$ cat config.mk
export PLATFORM = sky130hd
export DESIGN_NAME = decode_ctrl_branch
export DESIGN_NICKNAME = d
export VERILOG_FILES = /design/src/rtl/decode_ctrl_branch.sv
export SDC_FILE = /design/constraint.sdc
export NUM_CORES = 1
export LEC_CHECK = 0
export BUFFER_PORTS_ARGS = -buffer_cell sky130_fd_sc_hd__buf_2
export CORE_MARGIN = 1
export CORE_UTILIZATION = 46
export CTS_CLUSTER_SIZE = 30
export DETAILED_ROUTE_END_ITERATION = 10
export PLACE_DENSITY = 0.79
export SYNTH_ARGS = -nofsm -noshare
export SYNTH_HDL_FRONTEND = slang
export SYNTH_SLANG_ARGS = --single-unit
$ cat constraint.sdc
create_clock -name clk -period 4.2 [get_ports clk]
set_input_delay 0.84 -clock clk [delete_from_list [all_inputs] [get_ports clk]]
set_output_delay 0.84 -clock clk [all_outputs]
set_load 0.05 [all_outputs]
$ cat src/rtl/decode_ctrl_branch.sv
// Decode stage: latches fetched pc/inst, decodes control, ALU op and immediate,
// and resolves branches/jumps against forwarded operands.
module decode_ctrl_branch (
    input  logic        clk,
    input  logic        rstn,
    input  logic [31:0] i_pc,
    input  logic [31:0] i_inst,
    input  logic        i_stall,
    input  logic        i_flush,
    input  logic [31:0] i_rd1,
    input  logic [31:0] i_rd2,
    output logic [4:0]  o_ra1,
    output logic [4:0]  o_ra2,
    output logic [31:0] o_pc,
    output logic [4:0]  o_sa,
    output logic [31:0] o_num,
    output logic [3:0]  o_ALUop,
    output logic        o_sA1,
    output logic        o_sB,
    output logic        o_swd,
    output logic        o_link,
    output logic [4:0]  o_wra,
    output logic        o_regWe,
    output logic        o_dMemWe,
    output logic        o_isLoad,
    output logic        o_taken,
    output logic [31:0] o_next_pc,
    output logic        o_illegal
);

    typedef enum logic [3:0] {
        ALU_ADD  = 4'd0,  ALU_SUB = 4'd1,  ALU_AND = 4'd2,
        ALU_OR   = 4'd3,  ALU_XOR = 4'd4,  ALU_NOR = 4'd5,
        ALU_SLT  = 4'd6,  ALU_SLTU = 4'd7, ALU_SLL = 4'd8,
        ALU_SRL  = 4'd9,  ALU_SRA = 4'd10, ALU_LUI = 4'd11
    } aluop_e;

    logic [31:0] pc_q, inst_q;

    always_ff @(posedge clk or negedge rstn) begin
        if (!rstn) begin
            pc_q   <= '0;
            inst_q <= '0;
        end else if (i_flush) begin
            pc_q   <= '0;
            inst_q <= '0;
        end else if (!i_stall) begin
            pc_q   <= i_pc;
            inst_q <= i_inst;
        end
    end

    logic [5:0]  op, funct;
    logic [4:0]  rt, rd;
    logic [31:0] pc4, sext, zext, br_tgt, j_tgt;
    logic        rd1_le0;

    assign op      = inst_q[31:26];
    assign funct   = inst_q[5:0];
    assign rt      = inst_q[20:16];
    assign rd      = inst_q[15:11];
    assign pc4     = pc_q + 32'd4;
    assign sext    = {{16{inst_q[15]}}, inst_q[15:0]};
    assign zext    = {16'h0, inst_q[15:0]};
    assign br_tgt  = pc4 + {sext[29:0], 2'b00};
    assign j_tgt   = {pc4[31:28], inst_q[25:0], 2'b00};
    assign rd1_le0 = i_rd1[31] | (i_rd1 == 32'd0);

    aluop_e      alu;
    logic        sA1, sB, swd, link, we, dwe, ld, cond, ill;
    logic [4:0]  wra;
    logic [31:0] num, tgt;

    always_comb begin
        alu  = ALU_ADD;
        sA1  = 1'b0;
        sB   = 1'b0;
        swd  = 1'b0;
        link = 1'b0;
        we   = 1'b0;
        dwe  = 1'b0;
        ld   = 1'b0;
        cond = 1'b0;
        ill  = 1'b0;
        wra  = 5'd0;
        num  = 32'd0;
        tgt  = pc4;
        case (op)
            6'h00: begin
                wra = rd;
                we  = 1'b1;
                case (funct)
                    6'h20, 6'h21: alu = ALU_ADD;
                    6'h22, 6'h23: alu = ALU_SUB;
                    6'h24: alu = ALU_AND;
                    6'h25: alu = ALU_OR;
                    6'h26: alu = ALU_XOR;
                    6'h27: alu = ALU_NOR;
                    6'h2A: alu = ALU_SLT;
                    6'h2B: alu = ALU_SLTU;
                    6'h00: begin alu = ALU_SLL; sA1 = 1'b1; end
                    6'h02: begin alu = ALU_SRL; sA1 = 1'b1; end
                    6'h03: begin alu = ALU_SRA; sA1 = 1'b1; end
                    6'h08: begin we = 1'b0; cond = 1'b1; tgt = i_rd1; end
                    default: ill = 1'b1;
                endcase
            end
            6'h08, 6'h09: begin
                wra = rt; we = 1'b1; sB = 1'b1; num = sext;
            end
            6'h0A: begin
                wra = rt; we = 1'b1; sB = 1'b1; num = sext; alu = ALU_SLT;
            end
            6'h0B: begin
                wra = rt; we = 1'b1; sB = 1'b1; num = sext; alu = ALU_SLTU;
            end
            6'h0C: begin
                wra = rt; we = 1'b1; sB = 1'b1; num = zext; alu = ALU_AND;
            end
            6'h0D: begin
                wra = rt; we = 1'b1; sB = 1'b1; num = zext; alu = ALU_OR;
            end
            6'h0E: begin
                wra = rt; we = 1'b1; sB = 1'b1; num = zext; alu = ALU_XOR;
            end
            6'h0F: begin
                wra = rt; we = 1'b1; sB = 1'b1; alu = ALU_LUI;
                num = {inst_q[15:0], 16'h0};
            end
            6'h23: begin
                wra = rt; we = 1'b1; sB = 1'b1; num = sext;
                ld  = 1'b1; swd = 1'b1;
            end
            6'h2B: begin
                sB = 1'b1; num = sext; dwe = 1'b1;
            end
            6'h04: begin cond = (i_rd1 == i_rd2); tgt = br_tgt; end
            6'h05: begin cond = (i_rd1 != i_rd2); tgt = br_tgt; end
            6'h06: begin cond = rd1_le0;          tgt = br_tgt; end
            6'h07: begin cond = !rd1_le0;         tgt = br_tgt; end
            6'h02: begin cond = 1'b1; tgt = j_tgt; end
            6'h03: begin
                cond = 1'b1; tgt = j_tgt;
                wra  = 5'd31; we = 1'b1; link = 1'b1;
            end
            default: ill = 1'b1;
        endcase
        // Illegal encodings must not leak any partially decoded control
        if (ill) begin
            alu  = ALU_ADD;
            sA1  = 1'b0;
            sB   = 1'b0;
            swd  = 1'b0;
            link = 1'b0;
            we   = 1'b0;
            dwe  = 1'b0;
            ld   = 1'b0;
            cond = 1'b0;
            wra  = 5'd0;
            num  = 32'd0;
        end
    end

    assign o_ra1     = inst_q[25:21];
    assign o_ra2     = rt;
    assign o_pc      = pc_q;
    assign o_sa      = inst_q[10:6];
    assign o_num     = num;
    assign o_ALUop   = alu;
    assign o_sA1     = sA1;
    assign o_sB      = sB;
    assign o_swd     = swd;
    assign o_link    = link;
    assign o_wra     = wra;
    assign o_regWe   = we & (wra != 5'd0);
    assign o_dMemWe  = dwe;
    assign o_isLoad  = ld;
    assign o_taken   = cond & ~i_stall;
    assign o_next_pc = o_taken ? tgt : pc4;
    assign o_illegal = ill;

endmodule

==> flow_summary.json <==
{
  "htreeDepth": 3,
  "fin_crit_ns": 4.81,
  "max_slew_margin_pct": 15.9,
  "antenna_found_initial": 2,
  "hold_slack_ns": 0.568,
  "ys_types": 64,
  "fin_crit_sh_pct": 115,
  "critPathMaxFanout": 3,
  "die_h_um": 123,
  "setup_slack_ns": -0.609,
  "cts_root_buf": "clkbuf_16",
  "crit_arrival_ns": 3.97,
  "irDropWorstVdd_v": 0.000215,
  "cts_hold_buf": 0,
  "clockBufferDepth": 2,
  "crit_type": "reg2out",
  "via_per_inst": 6.10,
  "syn_nets": 993,
  "synthTopCellsByArea": "dfrtp_1, mux2i_1, xor2_1, ha_1, nor2_1",
  "clk_latency_ns": 0.35,
  "placed_area_um2": 9650,
  "synth_top_area_share_pct": 23.8,
  "setup_viol": 30,
  "hold_path.class": "reg2reg",
  "ys_seq_area_share_pct": 23.8,
  "gp_congestion": 0.955,
  "synth-seq-cells": 64,
  "coreArea_um2": 14100,
  "areaGrowthSynthToFinish_pct": 70.8,
  "wl_per_cell_um": 22.1,
  "worst_ep_required_time_ns": 3.36,
  "synth_area_per_cell_um2": 8.16,
  "grtUsageTotal_pct": 38.5,
  "drt_iter0_drc": 935,
  "nNetsFinal": 1433,
  "p_leak_nw": 5.90,
  "grt_max_degree": 65,
  "clock-sinks": 64,
  "violations": "negative setup slack",
  "die_w_um": 123,
  "wl_um": 32100,
  "via_count": 8851,
  "final_core_util_pct": 81.6,
  "fp.dieArea_um2": 15100,
  "dpl.hpwl_um": 21800,
  "netlist_area_um2": 6730,
  "synthFlopType": "dfrtp_1",
  "max_cap_viol_count": 0,
  "ys_async_sr_fraction_pct": 100,
  "detail-route-antenna-nets": 0,
  "tightest_slew_ns": 1.26,
  "initial_core_util_pct": 47.8,
  "ios": 261,
  "drc": 0,
  "grt_overflow": 0,
  "io_buffers": 260,
  "synth_top_area_cell": "dfrtp_1",
  "layout_commonest_cell": "buf_2",
  "skew_ns": 0,
  "cts_made_buffers": 9,
  "fillCellCount": 885,
  "final-max-slew-violation-count": 0,
  "rows": 43,
  "status": "complete, but fails checks",
  "final_cell_area_um2": 11500,
  "rsz0062_at_grt": "yes",
  "yosys_warnings": 0,
  "final_cell_mix": "buf_2, buf_4, nor2_1",
  "max_freq_mhz": 208,
  "path_clk_slew_ns": 0.06,
  "end_kind": "output port",
  "drive_gt1_share_pct": 53.3,
  "hold_violations": 0,
  "grt_pass1_wl_um": 43400,
  "start_kind": "flop",
  "drt_pre_antenna_iters": 7,
  "cts_tree": "built",
  "grt_pass1_vias": 7997,
  "p_per_area_nw_per_um2": 230,
  "synth_edf_count": 0,
  "syn-instance-count": 825
}
-- sequential cells by signal (all words and copies together), names as in the netlist --
signal,flops
o_pc,32
inst_q,32
-- layout make-up --
| type | count | area (µm²) | share of cell area [%] |
|---|---|---|---|
| Antenna cell | 2 | 5.00 | 0.0435 |
| Clock buffer | 13 | 260 | 2.26 |
| Clock inverter | 3 | 17.5 | 0.152 |
| Inverter | 18 | 82.6 | 0.718 |
| Multi-Input combinational cell | 682 | 5840 | 50.8 |
| Sequential cell | 64 | 1620 | 14.1 |
| Tap cell | 180 | 225 | 1.96 |
| Timing Repair Buffer | 490 | 3440 | 30.0 |
-- final timing paths --
check	start	to	slack (ns)	depth (start not counted)
setup / recovery	o_pc[14]	o_next_pc[31]	-0.61	18
hold / removal	o_pc[0]	o_pc[0]	0.57	2
setup reg to reg	inst_q[15]	inst_q[15]	3.03	3
hold reg to reg	o_pc[0]	o_pc[0]	0.57	2
max in group asynchronous	rstn	o_pc[3]	2.89	2
min in group asynchronous	rstn	inst_q[16]	0.68	2
-- worst max-delay path: stages, from the launching register on --
cell and delay, ns:
dfrtp_2 0.36, nand4_1 0.13, nor3_2 0.28, nand4_1 0.20, nor2_1 0.20, nand2_1 0.10, xnor2_1 0.17, buf_4 0.17
ha_4 0.20, a21o_1 0.21, a21oi_2 0.18, o21ai_1 0.13, a31o_2 0.22, a211oi_2 0.23, a21boi_1 0.12, o21a_1 0.19
nor4_1 0.20, nand3b_1 0.19, buf_12 0.15
-- cell usage after synthesis, drive strengths merged (3+ instances only) --
cell and instances:
nor2 112, mux2i 68, dfrtp 64, xor2 51, a21o 38, o21ai 37, nand2 36, ha 35
a21oi 33, clkbuf 33, xnor2 29, buf 28, and2 22, nand3 21, nor3 20, inv 18
nor4 18, a22oi 16, nand4 15, o21a 13, mux2 12, nand2b 10, a221oi 9, a211oi 8
a31oi 8, and3 8, a222oi 7, nor2b 6, or2 5, o22ai 4, a22o 3, o211ai 3
o311ai 3, or3 3
-- stage by stage --
stage,instances,worst slack [ns],total power [mW],setup TNS (ns)
final,1452,-0.609,2.64,-9.16
after global routing,1450,-0.775,2.73,-12.96
after CTS,1431,-0.480,2.52,-5.72
after detailed placement,1389,-0.335,1.71,-6.13
after global placement,1389,-0.344,1.70,-6.36
after floorplan,825,-0.442,1.30,-3.05
-- where the power goes --
| part | total [mW] | switching (mW) | internal, mW |
|---|---|---|---|
| clock | 0.732 | 0.301 | 0.430 |
| combinational | 1.20 | 0.714 | 0.487 |
| sequential | 0.711 | 0.0587 | 0.653 |
-- cells by family (layout without fill, tap and decap cells) --
group                    Yosys count  in the layout  share of synthesized area (%)
AO/OA/AOI/OAI                    202            202                           20.9
XOR/XNOR                          80             80                           10.4
adder cells (fa/ha/maj)           36             36                           6.80
buffers and inverters             79            524                           5.48
flip-flops                        64             64                           23.8
multiplexers                      80             80                           12.1
other                              0              2                              0
AND/OR/NAND/NOR                  284            284                           20.5
-- layer usage --
metal	up-vias	part of all wire [%]	track usage [%]
li1	3863	-	-
met2	617	47	64.1
met3	137	9.2	6.00
met5	-	0	0
met4	0	5.4	17.1
met1	4234	38	49.1
-- timing repair --
item                                    4_1_cts  5_1_grt
pin swaps                                    64       55
gates cloned                                  1        0
gates resized for setup                     155      104
buffers inserted                             25       22
endpoints found under the setup margin       31       34
(Power assumes the default switching activity.)
